## src/rtl/alu_share_sequencer.sv

```systemverilog
// Shares one ALU between two requesters (port 0 address update, port 1 execute).
// Multi-bit shifts are issued to the ALU as one-bit passes, one per clock.
module alu_share_sequencer #(
  parameter int WIDTH = 16,
  parameter bit RR_EN = 1'b1
) (
  input  logic             clk,
  input  logic             rst_n,
  input  logic [1:0]       req_valid,
  output logic [1:0]       req_ready,
  input  logic [WIDTH-1:0] req0_in1,
  input  logic [WIDTH-1:0] req0_in2,
  input  logic [2:0]       req0_op,
  input  logic [WIDTH-1:0] req1_in1,
  input  logic [WIDTH-1:0] req1_in2,
  input  logic [2:0]       req1_op,
  output logic [WIDTH-1:0] alu_in1,
  output logic [WIDTH-1:0] alu_in2,
  output logic [2:0]       alu_op,
  input  logic [WIDTH-1:0] alu_out,
  input  logic             alu_zero,
  output logic [1:0]       rsp_valid,
  output logic [WIDTH-1:0] rsp_result,
  output logic             rsp_zero,
  output logic             rsp_err
);

  typedef enum logic [1:0] {IDLE, EXEC, SHIFT, RESP} state_t;

  localparam logic [2:0] OP_SHIFT = 3'b010;

  state_t           state;
  logic             owner;
  logic             last_grant;
  logic [3:0]       remaining;
  logic             pass_mode;
  logic             orig_zero;

  logic [1:0]       grant;
  logic             sel;
  logic [WIDTH-1:0] sel_in1;
  logic [WIDTH-1:0] sel_in2;
  logic [2:0]       sel_op;
  logic [3:0]       sel_count;
  logic [3:0]       sel_shop;
  logic             sel_pass;

  // NOTE: every signal gets a default before the case so no latch is inferred.
  always_comb begin
    grant = 2'b00;
    case (req_valid)
      2'b01:   grant = 2'b01;
      2'b10:   grant = 2'b10;
      2'b11:   grant = (RR_EN && !last_grant) ? 2'b10 : 2'b01;
      default: grant = 2'b00;
    endcase
  end

  // Gated by rst_n so nothing is offered while reset is held.
  assign req_ready = (state == IDLE && rst_n) ? grant : 2'b00;

  assign sel       = grant[1];
  assign sel_in1   = sel ? req1_in1 : req0_in1;
  assign sel_in2   = sel ? req1_in2 : req0_in2;
  assign sel_op    = sel ? req1_op  : req0_op;
  assign sel_count = sel_in2[7:4];
  assign sel_shop  = sel_in2[3:0];
  assign sel_pass  = (sel_op == OP_SHIFT) && (sel_count != 4'd0) &&
                     (sel_shop >= 4'd1) && (sel_shop <= 4'd3);

  // alu_in1 doubles as the shift accumulator: each pass feeds alu_out back in.
  // NOTE: non-blocking assignments so every register samples pre-edge values.
  always_ff @(posedge clk or negedge rst_n) begin
    if (!rst_n) begin
      state      <= IDLE;
      owner      <= 1'b0;
      last_grant <= 1'b1;
      remaining  <= 4'd0;
      pass_mode  <= 1'b0;
      orig_zero  <= 1'b0;
      alu_in1    <= '0;
      alu_in2    <= '0;
      alu_op     <= 3'b000;
      rsp_valid  <= 2'b00;
      rsp_result <= '0;
      rsp_zero   <= 1'b0;
      rsp_err    <= 1'b0;
    end else begin
      rsp_valid <= 2'b00;
      case (state)
        IDLE: begin
          if (grant != 2'b00) begin
            owner     <= sel;
            alu_in1   <= sel_in1;
            alu_op    <= sel_op;
            alu_in2   <= sel_pass ? {{(WIDTH-8){1'b0}}, 4'h1, sel_shop} : sel_in2;
            pass_mode <= sel_pass;
            orig_zero <= (sel_in1 == sel_in2);
            remaining <= sel_count - 4'd1;
            state     <= EXEC;
          end
        end
        EXEC: begin
          rsp_err  <= 1'b0;
          // During a shift pass the ALU sees the one-bit control word, not in2.
          rsp_zero <= pass_mode ? orig_zero : alu_zero;
          if (alu_op inside {3'b101, 3'b110, 3'b111}) begin
            rsp_result <= '0;
            rsp_err    <= 1'b1;
            rsp_valid  <= owner ? 2'b10 : 2'b01;
            state      <= RESP;
          end else if (pass_mode) begin
            alu_in1 <= alu_out;
            if (remaining == 4'd0) begin
              rsp_result <= alu_out;
              rsp_valid  <= owner ? 2'b10 : 2'b01;
              state      <= RESP;
            end else begin
              state <= SHIFT;
            end
          end else if (alu_op == OP_SHIFT) begin
            rsp_result <= alu_in1;
            rsp_valid  <= owner ? 2'b10 : 2'b01;
            state      <= RESP;
          end else begin
            rsp_result <= alu_out;
            rsp_valid  <= owner ? 2'b10 : 2'b01;
            state      <= RESP;
          end
        end
        SHIFT: begin
          alu_in1   <= alu_out;
          remaining <= remaining - 4'd1;
          if (remaining == 4'd1) begin
            rsp_result <= alu_out;
            rsp_valid  <= owner ? 2'b10 : 2'b01;
            state      <= RESP;
          end
        end
        RESP: begin
          last_grant <= owner;
          state      <= IDLE;
        end
        default: state <= IDLE;
      endcase
    end
  end

endmodule

```

## config.mk

```make
export PLATFORM = sky130hd
export DESIGN_NAME = alu_share_sequencer
export DESIGN_NICKNAME = d
export VERILOG_FILES = /design/src/rtl/alu_share_sequencer.sv
export SDC_FILE = /design/constraint.sdc
export NUM_CORES = 1
export LEC_CHECK = 0
export CORE_MARGIN = 1.5
export CORE_UTILIZATION = 24
export CTS_CLUSTER_DIAMETER = 150
export CTS_CLUSTER_SIZE = 30
export DETAILED_ROUTE_END_ITERATION = 8
export HOLD_SLACK_MARGIN = 0.08
export PLACE_DENSITY = 0.45
export SETUP_SLACK_MARGIN = 0.05
export SLEW_MARGIN = 20
export SYNTH_ARGS = -nofsm -noshare
export SYNTH_HDL_FRONTEND = slang
export SYNTH_SLANG_ARGS = --single-unit
```

## constraint.sdc

```tcl
create_clock -name clk -period 2.4 [get_ports clk]
set_input_delay 0.36 -clock clk [delete_from_list [all_inputs] [get_ports clk]]
set_output_delay 0.36 -clock clk [all_outputs]
set_load 0.02 [all_outputs]
```

==> flow_summary_export.csv <==
group,metric,value,unit
synthesis,syn_area_per_cell,9.87,um^2
setup_path,arrival,1840,ps
cts,htreeDepth,3,
synthesis,synth_edf_count,0,
setup_path,crit_path_cell_trace,"inv_1 > ha_1 > buf_4 > and3_1 > dlygate4sd2_1",
min_path,min_path_type,"in -> async",
setup_path,critPathLaunchType,"register",
layout,nets,667,
grt,track_usage,0.163,
die,core_area,0.0159,mm^2
route,routed_wl,13.6,mm
grt,grt_pass1_wl,20.7,mm
sta,rsz0062_at_grt,"no",
placement,dpl.hpwl,10.9,mm
route,first_pass_iters,4,
sta,finalSetupTns,0,ps
sta,slew_headroom,0.437,
synthesis,seq_area_frac_synth,0.414,
route,drc_errors,0,
placement,gp_congestion,0.859,
cts,cts_tree,"done",
sta,fin_skew,5.66,ps
power,p_leak,2.55,nW
power,power_per_cell_area,1260,mW/mm^2
grt,grt_pass1_vias,3693,
route,ant_nets,0,
sta,min_period_over_period,0.917,
cts,cts.sinks,65,
cts,clock_latency,340,ps
placement,place_ws,-155,ps
route,wire_per_inst,17.2,um
synthesis,ys_seq_elements,65,
synthesis,synth_top_area_frac,0.407,
setup_path,cp_max_fo,5,
cts,clk_pin_slew,50,ps
layout,fill_cells,1648,
layout,layout_common_cells,"clkdlybuf4s50_1 (144), dfrtp_1 (64), nand2_1 (60)",
sta,period_needed,2200,ps
die,io_pins,148,
layout,final_common_cell,"clkdlybuf4s50_1",
die,die_w,131,um
sta,setup-violations-final,0,
sta,fin_ws,200,ps
cts,cts_buffer_depth,2,
sta,slew_viol_final,0,
synthesis,synthDistinctLibCells,50,
cts,cts_root_buf,"clkbuf_16",
grt,grt_overflow,0,
route,vias_per_cell,4.43,
layout,fin_cells,790,
setup_path,critical-path-top-delay-family,"buffers and inverters",
placement,io_buffers,147,
grt,grt_max_degree,53,
synthesis,synthCells,399,
synthesis,post-synth-top-area-cell,"dfrtp_1",
layout,fin_util,0.383,
job,maxCapViolations,0,
setup_path,crit_buf_inv,3,
grt,antenna_found_initial,0,
die,die_h,131,um
setup_path,timing_worst_setup_path_type,"reg -> out",
synthesis,yosys_warnings,0,
setup_path,critPathSlowestCell,"dfrtp_1",
setup_path,critical_path.max_stage_delay,400,ps
sta,timing.fmax,455,MHz
setup_path,critPathRequiredTime,2040,ps
layout,diodes,0,
synthesis,async_flop_share,1.00,
sta,worst_slew_pin_slew,845,ps
synthesis,ys.flop_type,"dfrtp_1",
synthesis,synthTopCellsByArea,"dfrtp_1 (41%), mux2i_1 (12%), nand2_1 (5.7%)",
die,dieArea,0.0172,mm^2
synthesis,syn-cell-area,0.00394,mm^2
setup_path,cp-end-kind,"primary output",
layout,area.growth.synth_to_final,55.0,%
status,outcome,"completed",
sta,hold_violations,0,
route,vias,3502,
power,ir_drop,0.000470,V
layout,drive_above_1_share,0.139,
die,num_rows,46,
route,drt_iter0_markers,149,
synthesis,synthesis.nets,497,
cts,numCtsBuffers,9,
die,start_util,0.247,
placement,place_inst,773,
power,power,7.67,mW
[cells by family (layout without fill, tap and decap cells)]
| kind of cell | count (synthesis) | after routing | share of synthesized area |
|---|---|---|---|
| buf+inv | 37 | 212 | 0.0464 |
| compound gates | 94 | 94 | 0.163 |
| simple gates | 103 | 103 | 0.122 |
| fa+ha+maj | 7 | 7 | 0.0222 |
| flops | 65 | 65 | 0.414 |
| mux | 65 | 65 | 0.171 |
| xor+xnor | 28 | 28 | 0.0623 |
[area by class of cell]
type	count	area, um^2	area share
clock inverters	3	42.5	0.00697
flip-flops and latches	65	1630	0.267
well taps	216	270	0.0443
clock buffers	13	250	0.0410
inverters	17	63.8	0.0105
multi-input cells	297	2130	0.349
repair buffers	179	1720	0.281
[stage by stage]
step | hold WS (ps) | cell area (um^2)
CTS | 404 | 6100
global route | 418 | 6100
finish | 402 | 6100
floorplan | 64.4 | 3940
detailed placement | 209 | 5800
global placement | 209 | 5800
[cells in the mapped netlist (all sizes together) (2+ instances only)]
library cell and number:
mux2 18, or3b 2, xor2 15, o21ai 44
buf 12, inv 17, o221ai 2, nor2 19
nand2 60, nand3 2, nor3 2, dfrtp 64
clkbuf 8, xnor2 13, and3 3, ha 7
o31ai 19, a31oi 2, nor4 6, nand2b 2
o221a 2, mux2i 47, nor3b 4, a21oi 13
[path summary, 6_finish.rpt]
check,start,end,slack (ps),cells past startpoint
min,rst_n,alu_in2[3],400,2
min in group clk,rsp_result[11],rsp_result[11],470,2
max reg2reg,state[1],alu_in1[12],240,8
max in group asynchronous,rst_n,alu_in1[10],1090,3
max,state[0],req_ready[1],200,5
min reg2reg,rsp_result[11],rsp_result[11],470,2
[sequential cells by signal, summed over array words and instances (netlist names), 2 cells and up]
name	flops
alu_in1	16
alu_in2	16
rsp_valid	2
remaining	4
alu_op	3
rsp_result	16
state	2
[metal layers]
| metal | wire length (um) | vias to the layer above | part of all wire | track usage |
|---|---|---|---|---|
| li1 | - | 1750 | - | - |
| met1 | 6490 | 1626 | 0.48 | 0.223 |
| met2 | 6070 | 111 | 0.45 | 0.250 |
| met3 | 846 | 15 | 0.062 | 0.0442 |
| met4 | 194 | 0 | 0.014 | 0.0478 |
| met5 | 0 | - | 0 | 0 |
[where the power goes]
part,total [mW],leakage [nW],switching [mW],internal [mW]
logic,4.31,1.61,2.24,2.07
registers,2.05,0.797,0.396,1.65
clock network,1.32,0.140,0.485,0.832
total,7.67,2.55,3.12,4.56
[repair_timing]
action                                 CTS  global route
buffers inserted                         0             0
setup endpoints to repair                2             1
resized for setup                        2             3
hold buffers                             1             0
endpoints found under the hold margin    2             0
Power figures use the tool's default switching activity.
